File: src/rtl/bitfusion_sequencer.sv
// Tile sequencer for an ARRAY_SIZE x ARRAY_SIZE bitfusion array: buffer load, optional
// accumulator clear, skewed compute wavefront and drain, one tile per accepted start.
module bitfusion_sequencer #(
    parameter int unsigned ARRAY_SIZE = 2,
    parameter int unsigned DATA_W     = 32,
    parameter int unsigned MAX_BEATS  = 8,
    parameter int unsigned DRAIN_CYC  = 2
) (
    input  logic                                 clk,
    input  logic                                 RST,
    input  logic                                 start,
    input  logic [$clog2(MAX_BEATS+1)-1:0]       cfg_beats,
    input  logic                                 cfg_bcast,
    input  logic                                 cfg_reuse_w,
    input  logic                                 cfg_clear,
    input  logic [2:0]                           cfg_input_bitwidth,
    input  logic [2:0]                           cfg_weight_bitwidth,
    input  logic [DATA_W-1:0]                    in_data,
    input  logic                                 in_valid,
    output logic                                 in_ready,
    output logic [DATA_W-1:0]                    data_in,
    output logic [ARRAY_SIZE-1:0]                IBUF_wr_en,
    output logic [ARRAY_SIZE*ARRAY_SIZE-1:0]     WBUF_wr_en,
    output logic [ARRAY_SIZE-1:0]                input_rd_en,
    output logic [ARRAY_SIZE*ARRAY_SIZE-1:0]     weight_rd_en,
    output logic [ARRAY_SIZE-1:0]                acc_clear,
    output logic [2:0]                           input_bitwidth,
    output logic [2:0]                           weight_bitwidth,
    output logic                                 busy,
    output logic                                 done
);

    localparam int unsigned BeatW     = $clog2(MAX_BEATS + 1);
    localparam int unsigned NumFu     = ARRAY_SIZE * ARRAY_SIZE;
    localparam int unsigned MaxT      = 2 * (ARRAY_SIZE - 1) + MAX_BEATS;
    localparam int unsigned CntMax0   = (NumFu > MaxT) ? NumFu : MaxT;
    localparam int unsigned CntMax    = (CntMax0 > DRAIN_CYC) ? CntMax0 : DRAIN_CYC;
    localparam int unsigned CntW      = $clog2(CntMax + 1);
    localparam int unsigned DrainLast = (DRAIN_CYC == 0) ? 0 : DRAIN_CYC - 1;

    typedef enum logic [2:0] {
        StIdle,
        StLoadI,
        StLoadW,
        StClear,
        StCompute,
        StDrain,
        StDone
    } state_e;

    state_e                 state_q, state_d;
    logic [CntW-1:0]        cnt_q, cnt_d;
    logic [BeatW-1:0]       beats_q, beats_d, beats_eff;
    logic                   bcast_q, bcast_d;
    logic                   reuse_q, reuse_d;
    logic                   clear_q, clear_d;
    logic [2:0]             ibw_q, ibw_d;
    logic [2:0]             wbw_q, wbw_d;
    logic [DATA_W-1:0]      data_q, data_d;
    logic [ARRAY_SIZE-1:0]  ibuf_wr_q, ibuf_wr_d;
    logic [NumFu-1:0]       wbuf_wr_q, wbuf_wr_d;
    logic [ARRAY_SIZE-1:0]  in_rd_q, in_rd_d;
    logic [NumFu-1:0]       wt_rd_q, wt_rd_d;
    logic [ARRAY_SIZE-1:0]  acc_clr_q, acc_clr_d;
    logic                   xfer;
    int unsigned            cnt_now, t_nxt, tile_last;

    assign in_ready = (state_q == StLoadI) || (state_q == StLoadW);
    assign xfer     = in_valid && in_ready;

    // Zero beats still runs one beat; oversize requests clamp to what the buffers hold.
    always_comb begin
        beats_eff = cfg_beats;
        if (cfg_beats == '0) begin
            beats_eff = BeatW'(1);
        end else if (32'(cfg_beats) > MAX_BEATS) begin
            beats_eff = BeatW'(MAX_BEATS);
        end
    end

    always_comb begin
        state_d   = state_q;
        cnt_d     = cnt_q;
        beats_d   = beats_q;
        bcast_d   = bcast_q;
        reuse_d   = reuse_q;
        clear_d   = clear_q;
        ibw_d     = ibw_q;
        wbw_d     = wbw_q;
        data_d    = data_q;
        ibuf_wr_d = '0;
        wbuf_wr_d = '0;
        cnt_now   = 32'(cnt_q);
        tile_last = 2 * (ARRAY_SIZE - 1) + 32'(beats_q) - 1;

        unique case (state_q)
            StIdle: begin
                if (start) begin
                    beats_d = beats_eff;
                    bcast_d = cfg_bcast;
                    reuse_d = cfg_reuse_w;
                    clear_d = cfg_clear;
                    ibw_d   = cfg_input_bitwidth;
                    wbw_d   = cfg_weight_bitwidth;
                    cnt_d   = '0;
                    state_d = StLoadI;
                end
            end
            StLoadI: begin
                if (xfer) begin
                    data_d = in_data;
                    for (int unsigned i = 0; i < ARRAY_SIZE; i++) begin
                        ibuf_wr_d[i] = bcast_q || (cnt_now == i);
                    end
                    if (bcast_q || (cnt_now == ARRAY_SIZE - 1)) begin
                        cnt_d = '0;
                        if (!reuse_q) begin
                            state_d = StLoadW;
                        end else if (clear_q) begin
                            state_d = StClear;
                        end else begin
                            state_d = StCompute;
                        end
                    end else begin
                        cnt_d = cnt_q + CntW'(1);
                    end
                end
            end
            StLoadW: begin
                if (xfer) begin
                    data_d = in_data;
                    for (int unsigned i = 0; i < NumFu; i++) begin
                        wbuf_wr_d[i] = bcast_q || (cnt_now == i);
                    end
                    if (bcast_q || (cnt_now == NumFu - 1)) begin
                        cnt_d   = '0;
                        state_d = clear_q ? StClear : StCompute;
                    end else begin
                        cnt_d = cnt_q + CntW'(1);
                    end
                end
            end
            StClear: begin
                cnt_d   = '0;
                state_d = StCompute;
            end
            StCompute: begin
                if (cnt_now == tile_last) begin
                    cnt_d   = '0;
                    state_d = (DRAIN_CYC == 0) ? StDone : StDrain;
                end else begin
                    cnt_d = cnt_q + CntW'(1);
                end
            end
            StDrain: begin
                if (cnt_now == DrainLast) begin
                    cnt_d   = '0;
                    state_d = StDone;
                end else begin
                    cnt_d = cnt_q + CntW'(1);
                end
            end
            StDone: begin
                state_d = StIdle;
            end
            default: begin
                state_d = StIdle;
            end
        endcase
    end

    // Read enables are decoded from the next state/count so the registered copies line up
    // with the COMPUTE cycle they belong to.
    always_comb begin
        t_nxt     = 32'(cnt_d);
        in_rd_d   = '0;
        wt_rd_d   = '0;
        acc_clr_d = '0;
        if (state_d == StCompute) begin
            for (int unsigned r = 0; r < ARRAY_SIZE; r++) begin
                in_rd_d[r] = (t_nxt >= r) && (t_nxt < r + 32'(beats_q));
                for (int unsigned c = 0; c < ARRAY_SIZE; c++) begin
                    wt_rd_d[r*ARRAY_SIZE+c] = (t_nxt >= r + c) &&
                                              (t_nxt < r + c + 32'(beats_q));
                end
            end
        end
        if (state_d == StClear) begin
            acc_clr_d = '1;
        end
    end

    always_ff @(posedge clk) begin
        if (RST) begin
            state_q   <= StIdle;
            cnt_q     <= '0;
            beats_q   <= '0;
            bcast_q   <= 1'b0;
            reuse_q   <= 1'b0;
            clear_q   <= 1'b0;
            ibw_q     <= '0;
            wbw_q     <= '0;
            data_q    <= '0;
            ibuf_wr_q <= '0;
            wbuf_wr_q <= '0;
            in_rd_q   <= '0;
            wt_rd_q   <= '0;
            acc_clr_q <= '0;
        end else begin
            state_q   <= state_d;
            cnt_q     <= cnt_d;
            beats_q   <= beats_d;
            bcast_q   <= bcast_d;
            reuse_q   <= reuse_d;
            clear_q   <= clear_d;
            ibw_q     <= ibw_d;
            wbw_q     <= wbw_d;
            data_q    <= data_d;
            ibuf_wr_q <= ibuf_wr_d;
            wbuf_wr_q <= wbuf_wr_d;
            in_rd_q   <= in_rd_d;
            wt_rd_q   <= wt_rd_d;
            acc_clr_q <= acc_clr_d;
        end
    end

    assign data_in         = data_q;
    assign IBUF_wr_en      = ibuf_wr_q;
    assign WBUF_wr_en      = wbuf_wr_q;
    assign input_rd_en     = in_rd_q;
    assign weight_rd_en    = wt_rd_q;
    assign acc_clear       = acc_clr_q;
    assign input_bitwidth  = ibw_q;
    assign weight_bitwidth = wbw_q;
    assign busy            = (state_q != StIdle);
    assign done            = (state_q == StDone);

    a_done_pulse: assert property (@(posedge clk) disable iff (RST) done |=> !done);
    a_rd_in_compute: assert property (@(posedge clk) disable iff (RST)
        (state_q != StCompute) |-> ((input_rd_en == '0) && (weight_rd_en == '0)));

endmodule
File: config.mk
export PLATFORM = sky130hd
export DESIGN_NAME = bitfusion_sequencer
export DESIGN_NICKNAME = d
export VERILOG_FILES = /design/src/rtl/bitfusion_sequencer.sv
export SDC_FILE = /design/constraint.sdc
export NUM_CORES = 1
export LEC_CHECK = 0
export ABC_CLOCK_PERIOD_IN_PS = 8200
export BUFFER_PORTS_ARGS = -buffer_cell sky130_fd_sc_hd__buf_2
export CAP_MARGIN = 30
export CORE_MARGIN = 2
export CORE_UTILIZATION = 54
export DETAILED_ROUTE_END_ITERATION = 10
export PLACE_DENSITY = 0.93
export SLEW_MARGIN = 40
export SYNTH_ARGS = -nofsm -noshare
export SYNTH_HDL_FRONTEND = slang
export SYNTH_SLANG_ARGS = --single-unit
File: constraint.sdc
create_clock -name clk -period 8.2 [get_ports clk]
set_clock_uncertainty 0.2 [all_clocks]
set_input_delay 2.46 -clock clk [delete_from_list [all_inputs] [get_ports clk]]
set_output_delay 2.46 -clock clk [all_outputs]
set_load 0.02 [all_outputs]
==> impl_results.md, run 1 <==
- R2R Path End: weight_rd_en[2]
- PwrDens: 186 nW/um^2
- DRT Wirelength: 8.42 mm
- Core Area: 5570 sq um
- Outcome: complete, no violations
- Mean Syn Cell Area: 7.88 sq um
- Initial Util: 0.564
- Synthesized flop and latch total: 62
- CP Data Required Time: 8.23 ns
- CP endpoint: weight_rd_en[2]
- Footprint of the multi-input gates: 1740 sq um
- Actual slew at the worst max-slew pin: 0.625 ns
- Setup violators final: 0
- Post_cts resized: 0
- First-pass GRT wire length: 13.6 mm
- Cells after DPL: 546
- RD Place Congestion: 0.940
- Mapped cell area: 3140 sq um
- Post-synth top flop: dfxtp_1
- R2R cell count: 14
- CTS tree: done
- Reg area: 1240 sq um
- Die area: 6450 sq um
- CTS Hold Bufs: 0
- Post-route minimum period: 4.96 ns
- Post-synth EDFFs: 0
- CTS Sinks: 62
- Sequential area share after synthesis: 0.395
- ANT nets after route: 0
- CP max FO: 34
- Iteration-0 DRC Markers: 292
- HP Class: reg2reg
- Final Hold Fails: 0
- Unrepaired setup endpoints after global routing: false
- Worst setup EP type: flip-flop
- Clock Tree Buf Depth: 2
- Setup TNS: 0 ns
- H-tree depth: 3
- Post-synth cell types: 51
- Crit path launch type: input pin
- Antenna diodes: 0
- CTS root buf: clkbuf_8
- Placed cell area: 3640 sq um
- Fmax: 202 MHz
- Beginning of the worst register-to-register path: beats_q[1]
- Drc violations: 0
- GR Overflow Total: 0
- Drt via density: 5.64
- Die Wd: 80.3 microns
- # port buffers: 103
- Clk_lat worst skew: 0.34 ns
- Synth Net Count: 466
- Design Area, Final: 3830 sq um
- Slew Limit Headroom: 0.582
- Max IR drop VDD: 0.127 mV
- WP data arrival: 4.99 ns
- Reg2Reg Setup Slack: 4.29 ns
- GRT Resource Usage Total: 0.272
- Final cell count without fillers: 562
- Leak Pwr: 1.74 nW
- YS warnings: 0
- Cells after synthesis: 399
- Number of cell rows: 27
- Post-synth ARST share: 0
- Largest net degree at the start of global routing: 57
- Drt wl/cell: 15.0 microns
- Clk pin slew, worst setup/hold paths: 0.08 ns
- CP Class: in2reg
- Fin nets: 552
- Layout cells sized above 1: 0.263
- Vias: 3167
- Maximum capacitance violations: 0
- Inserted Clock Buffers: 9
- Overall Power: 713 uW
- Initial antenna violation count: 0
- DIE HEIGHT: 80.3 microns
- Finished Core Util: 0.688
- Crit path from: in_valid
- Final period util: 0.605
- Vias in the first global route: 2955
- Max Slew Vio Count: 0
- P&R area growth vs syn: 22.0%
- DR pass1 iterations: 5
- Detailed placement HPWL: 6.00 mm
- Ports: 104
- Setup Buffers After CTS: 0
- Filler cell count in the final layout: 426
==> stage by stage <==
stage	worst slack (ns)	hold WS, ns
3_5_place_dp	2.93	0.245
4_1_cts	3.31	0.256
2_1_floorplan	3.62	0.245
3_3_place_gp	2.94	0.239
6_report	3.24	0.254
5_1_grt	3.07	0.273
==> synth_stat cells (4+ instances only) <==
library cell,instances,share of area
inv_1,11,0.013
a21oi_1,60,0.096
xor2_1,4,0.011
buf_4,4,0.0096
nor2b_1,11,0.022
nor2_1,20,0.024
nor3_1,9,0.014
dfxtp_1,62,0.39
nand4_1,4,0.0080
nand2_1,100,0.12
clkbuf_1,25,0.030
ha_1,18,0.072
o211ai_1,4,0.0096
o21ai_0,7,0.011
==> critical path, stage by stage <==
cell	delay, ns
buf_2	0.15
nor2b_1	0.29
and2_1	0.17
buf_4	0.33
a31oi_1	0.14
o2bb2ai_1	0.38
ha_1	0.34
a21oi_1	0.17
nor2b_1	0.07
o21a_1	0.18
a2111oi_1	0.31
==> how the worst min path moves through the flow <==
stage                      startpoint  cells after the start           to
final                     data_in[15]                      2  data_in[15]
after CTS                 data_in[15]                      2  data_in[15]
after global routing      data_in[29]                      2  data_in[29]
after detailed placement  data_in[15]                      2  data_in[15]
after global placement    data_in[22]                      2  data_in[22]
after floorplan               reuse_q                      2      reuse_q
==> state kept, by name, summed over array words and instances, names as in the netlist <==
register         count
input_rd_en          1
WBUF_wr_en           4
clear_q              1
state_q              3
input_bitwidth       3
beats_q              4
weight_bitwidth      3
acc_clear            1
data_in             32
bcast_q              1
reuse_q              1
IBUF_wr_en           2
cnt_q                4
weight_rd_en         2
==> cell families (layout without fill, tap and decap cells) <==
kind of cell | after synthesis | after routing | share of synthesized area
AO/OA/AOI/OAI | 99 | 99 | 0.200
XOR/XNOR | 8 | 8 | 0.0291
adder cells (fa/ha/maj) | 18 | 18 | 0.0717
buffers and inverters | 41 | 132 | 0.0537
flip-flops | 62 | 62 | 0.395
multiplexers | 1 | 1 | 0.00478
AND/OR/NAND/NOR | 170 | 170 | 0.246
==> cell usage in the layout (no fill, tap or decap), types with 3 or more instances in the layout <==
cell | netlist | layout
ha_1 | 18 | 18
nor2b_1 | 11 | 11
nand3b_1 | 3 | 3
and3_1 | 3 | 3
nand3_1 | 3 | 3
nor3b_1 | 3 | 3
nor4_1 | 3 | 3
and2_1 | 3 | 3
dfxtp_1 | 62 | 62
nor3_1 | 9 | 9
a21o_1 | 3 | 3
nand4_1 | 4 | 4
a31oi_1 | 3 | 3
clkbuf_8 | 0 | 9
o211ai_1 | 4 | 4
buf_2 | 0 | 102
inv_1 | 11 | 11
nor2_1 | 20 | 20
a21oi_1 | 60 | 60
nand2_1 | 100 | 99
xor2_1 | 4 | 4
o21ai_0 | 7 | 7
==> power breakdown <==
part           internal, mW  total, mW  switching, mW
Sequential            0.315      0.328         0.0127
Combinational        0.0430      0.116         0.0726
Clock                 0.141      0.270          0.129
Total                 0.498      0.713          0.215
==> routing by layer <==
layer	wire [microns]	vias to the layer above	share of wire	track usage
met5	0	-	0	0
li1	-	1531	-	-
met3	839	18	0.10	0.0978
met2	4150	162	0.49	0.461
met1	3250	1456	0.39	0.311
met4	178	0	0.021	0.107
==> cell type report <==
class,instances,area share
clock buffer,9,0.0323
clock inverter,7,0.0189
inverter,12,0.0117
multi-input combinational,296,0.453
sequential,62,0.324
tap,72,0.0235
timing repair buffer,104,0.137
Note: power is estimated with default switching activity, not from simulation.
==> run 2, diff against run 1 <==
- ABC_AREA: not set -> 1
- ABC_CLOCK_PERIOD_IN_PS: 8200 -> 5000
- CORE_UTILIZATION: 54 -> 51
- PLACE_DENSITY: 0.93 -> 0.88
- clock period: 8.2 -> 5 ns (I/O delays scaled with it)
==> impl_results.md, run 2 <==
- Mapped cell area: 3170 sq um (+0.92%)
- Dpl ws: 1.10 ns (-1.83 ns)
- Leak Pwr: 1.99 nW (+14%)
- WHS Endpoint: data_in[16]
- Ranking of synthesized cells by area: dfxtp_1 39%, nor2_1 13%, nand2_1 8.8%
- YS warnings: 0 (unchanged)
- Synth Net Count: 518 (+11%)
- Synth Area in Adders: 0.0710 (-0.000650)
- Sequential area share after synthesis: 0.391 (-0.00358)
- Post_cts resized: 0 (unchanged)
- Final Hold Fails: 0 (unchanged)
- Initial Util: 0.533 (-0.0313)
- P_int: 885 uW (+77%)
- Top post-synthesis cells by count: 114 x nor2_1, 74 x nand2_1, 62 x dfxtp_1, 46 x o21ai_0, 34 x inv_1
- Filler cell count in the final layout: 531 (+25%)
- GRT Resource Usage Total: 0.243 (-0.0288)
- Inserted Clock Buffers: 9 (unchanged)
- Fin nets: 614 (+11%)
- Most common cell after layout, fill and taps aside: nor2_1
- Drt via density: 5.29 (-6.1%)
- Crit path launch type: input pin
- Slew Limit Headroom: 0.604 (+0.0224)
- Number of cell rows: 28 (+3.7%)
- Final period util: 0.706
- Drc violations: 0 (unchanged)
- Min-Delay Startpoint: data_in[16]
- CTS tree: done
- Post-synth ARST share: 0 (unchanged)
- Reg2Reg Setup Slack: 1.63 ns (-2.66 ns)
- Setup TNS: 0 ns (unchanged)
- HP Class: reg2reg
- CTS Hold Bufs: 0 (unchanged)
- Worst setup EP type: flip-flop
- R2R cell count: 22 (+8)
- Fmax: 283 MHz
- Layout cells sized above 1: 0.255 (-0.00783)
- PwrDens: 343 nW/um^2 (+84%)
- Global routing usage on met1: 0.311 (about the same)
- DR pass1 iterations: 5 (unchanged)
- Net switching power: 447 uW (+110%)
- Post-synth top flop: dfxtp_1
- Overall Power: 1.33 mW (+87%)
- Iteration-0 DRC Markers: 336 (+15%)
- CTS Sinks: 62 (unchanged)
- Vias: 3316 (+4.7%)
- DRT Wirelength: 8.23 mm (-2.3%)
- Clk pin slew, worst setup/hold paths: 0.08 ns (about the same)
- Main combinational cell family by area after synthesis: simple AND/OR/NAND/NOR gates
- P&R area growth vs syn: 22.3%
- Comb pwr share: 0.232 (+0.070)
- Detailed placement HPWL: 6.15 mm (+2.4%)
- Die Wd: 82.9 microns (+3.2%)
- Post-synthesis xor/xnor area fraction: 0.00552 (-0.0235)
- Clock power frac: 0.345 (-0.034)
- Antenna diodes: 0 (unchanged)
- Min-Delay Path Depth: 2 (unchanged)
- # port buffers: 103 (unchanged)
- Max IR drop VDD: 0.289 mV (+130%)
- Core Area: 5960 sq um (+6.8%)
- Vias in the first global route: 3057 (+3.5%)
- Actual slew at the worst max-slew pin: 0.592 ns (-0.0336 ns)
- Mux contribution to synthesized area: 0 (-0.00478)
- Design Area, Final: 3880 sq um (+1.2%)
- Initial antenna violation count: 0 (unchanged)
- Setup violators final: 0 (unchanged)
- ANT nets after route: 0 (unchanged)
- Drt wl/cell: 13.1 microns (-12%)
- H-tree depth: 3 (unchanged)
- Finished Core Util: 0.651 (-0.0363)
- Sw frac: 0.336 (+0.0345)
- Final WS setup: 1.47 ns (-1.77 ns)
- Mean Syn Cell Area: 7.03 sq um (-11%)
- GRT Max-Usage Layer: met2
- Die area: 6870 sq um (+6.5%)
- First-pass GRT wire length: 13.8 mm (+2.0%)
- Setup Buffers After CTS: 0 (unchanged)
- CP Class: in2reg
- R2R Path End: weight_rd_en[3]
- WP data arrival: 3.58 ns (-1.41 ns)
- Beginning of the worst register-to-register path: beats_q[1]
- Cells after synthesis: 451 (+13%)
- Most numerous cell in the Yosys netlist: nor2_1
- Clk_lat worst skew: 0.35 ns (about the same)
- Maximum capacitance violations: 0 (unchanged)
- CP Data Required Time: 5.05 ns (-3.18 ns)
- RD Place Congestion: 0.942 (+0.14%)
- Post-synth EDFFs: 0 (unchanged)
- Post-synth cell types: 39 (-24%)
- Max Slew Vio Count: 0 (unchanged)
- Flop pwr share: 0.424 (-0.035)
- DIE HEIGHT: 82.9 microns (+3.2%)
- Most frequent cells in the layout: 114 x nor2_1, 103 x buf_2, 74 x nand2_1, 62 x dfxtp_1, 46 x o21ai_0
- Synthesized flop and latch total: 62 (unchanged)
- Simple logic cell fraction of the synthesized area: 0.308 (+0.0629)
- Placed cell area: 3670 sq um (+1.0%)
- CP max FO: 42 (+24%)
- Yosys top cell by area: dfxtp_1
- Met2 Use GR: 0.396 (-0.0649)
- Outcome: complete, no violations
- Ports: 104 (unchanged)
- Clock Tree Buf Depth: 2 (unchanged)
- Post-synth top area share: 0.391 (-0.00358)
- Largest net degree at the start of global routing: 45 (-21%)
- Number of flip-flops in the largest register: 32 (unchanged)
- GR Overflow Total: 0 (unchanged)
- GR Util met3: 0.0467 (-0.0510)
- Unrepaired setup endpoints after global routing: false
- Post-route minimum period: 3.53 ns
- Compound-gate portion of the synthesized area: 0.144 (-0.0559)
- CTS root buf: clkbuf_8
==> run 2: power groups by stage <==
stage | sequential, mW | combinational (mW) | clock [mW]
6_report | 0.564 | 0.308 | 0.459
5_1_grt | 0.569 | 0.344 | 0.482
4_1_cts | 0.563 | 0.307 | 0.465
3_5_place_dp | 0.574 | 0.305 | 0
3_3_place_gp | 0.573 | 0.295 | 0
2_1_floorplan | 0.611 | 0.175 | 0
==> run 2: worst max-delay path by stage <==
| stage | start | endpoint | slack, ns | depth (start not counted) |
|---|---|---|---|---|
| after CTS | in_valid | weight_rd_en[3] | 1.47 | 16 |
| after floorplan | in_valid | weight_rd_en[3] | 1.91 | 15 |
| final | in_valid | weight_rd_en[3] | 1.47 | 16 |
| after global routing | in_valid | weight_rd_en[3] | 1.25 | 16 |
| after detailed placement | in_valid | weight_rd_en[3] | 1.10 | 16 |
| after global placement | in_valid | weight_rd_en[3] | 1.21 | 16 |
==> run 2: layer usage <==
layer / up-vias / wire length (microns)
met5: - / 0
met4: 0 / 191
met3: 18 / 566
met2: 136 / 3820
met1: 1514 / 3650
li1: 1648 / -
==> run 2: kinds of logic after synthesis <==
| logic type | after synthesis |
|---|---|
| flops | 62 |
| compound gates | 83 |
| buf+inv | 56 |
| xor+xnor | 2 |
| simple gates | 230 |
| fa+ha+maj | 18 |
==> run 2: layout make-up <==
class                           count  area (sq um)  share of cell area
Tap cell                           75          93.8              0.0242
Clock buffer                       10           138              0.0355
Sequential cell                    62          1240               0.320
Timing Repair Buffer              103           515               0.133
Clock inverter                      6          67.6              0.0174
Inverter                           38           145              0.0374
Multi-Input combinational cell    333          1680               0.433
==> run 2: metrics by stage <==
stage          std cells  hold WS [ns]
3_5_place_dp         611         0.268
4_1_cts              627         0.283
5_1_grt              627         0.311
6_report             627         0.284
2_1_floorplan        451         0.244
3_3_place_gp         611         0.260
==> run 2: worst max-delay path, stage by stage <==
cell      delay, ns
buf_2          0.17
nand2_8        0.18
inv_4          0.32
nand2_1        0.13
o211ai_1       0.11
nand2_1        0.07
a21boi_1       0.12
nand2_1        0.06
nand2_1        0.09
inv_1          0.09
ha_1           0.29
nand2_1        0.06
nor3b_1        0.18
nand2_1        0.08
nand3_1        0.07
nor2_1         0.05
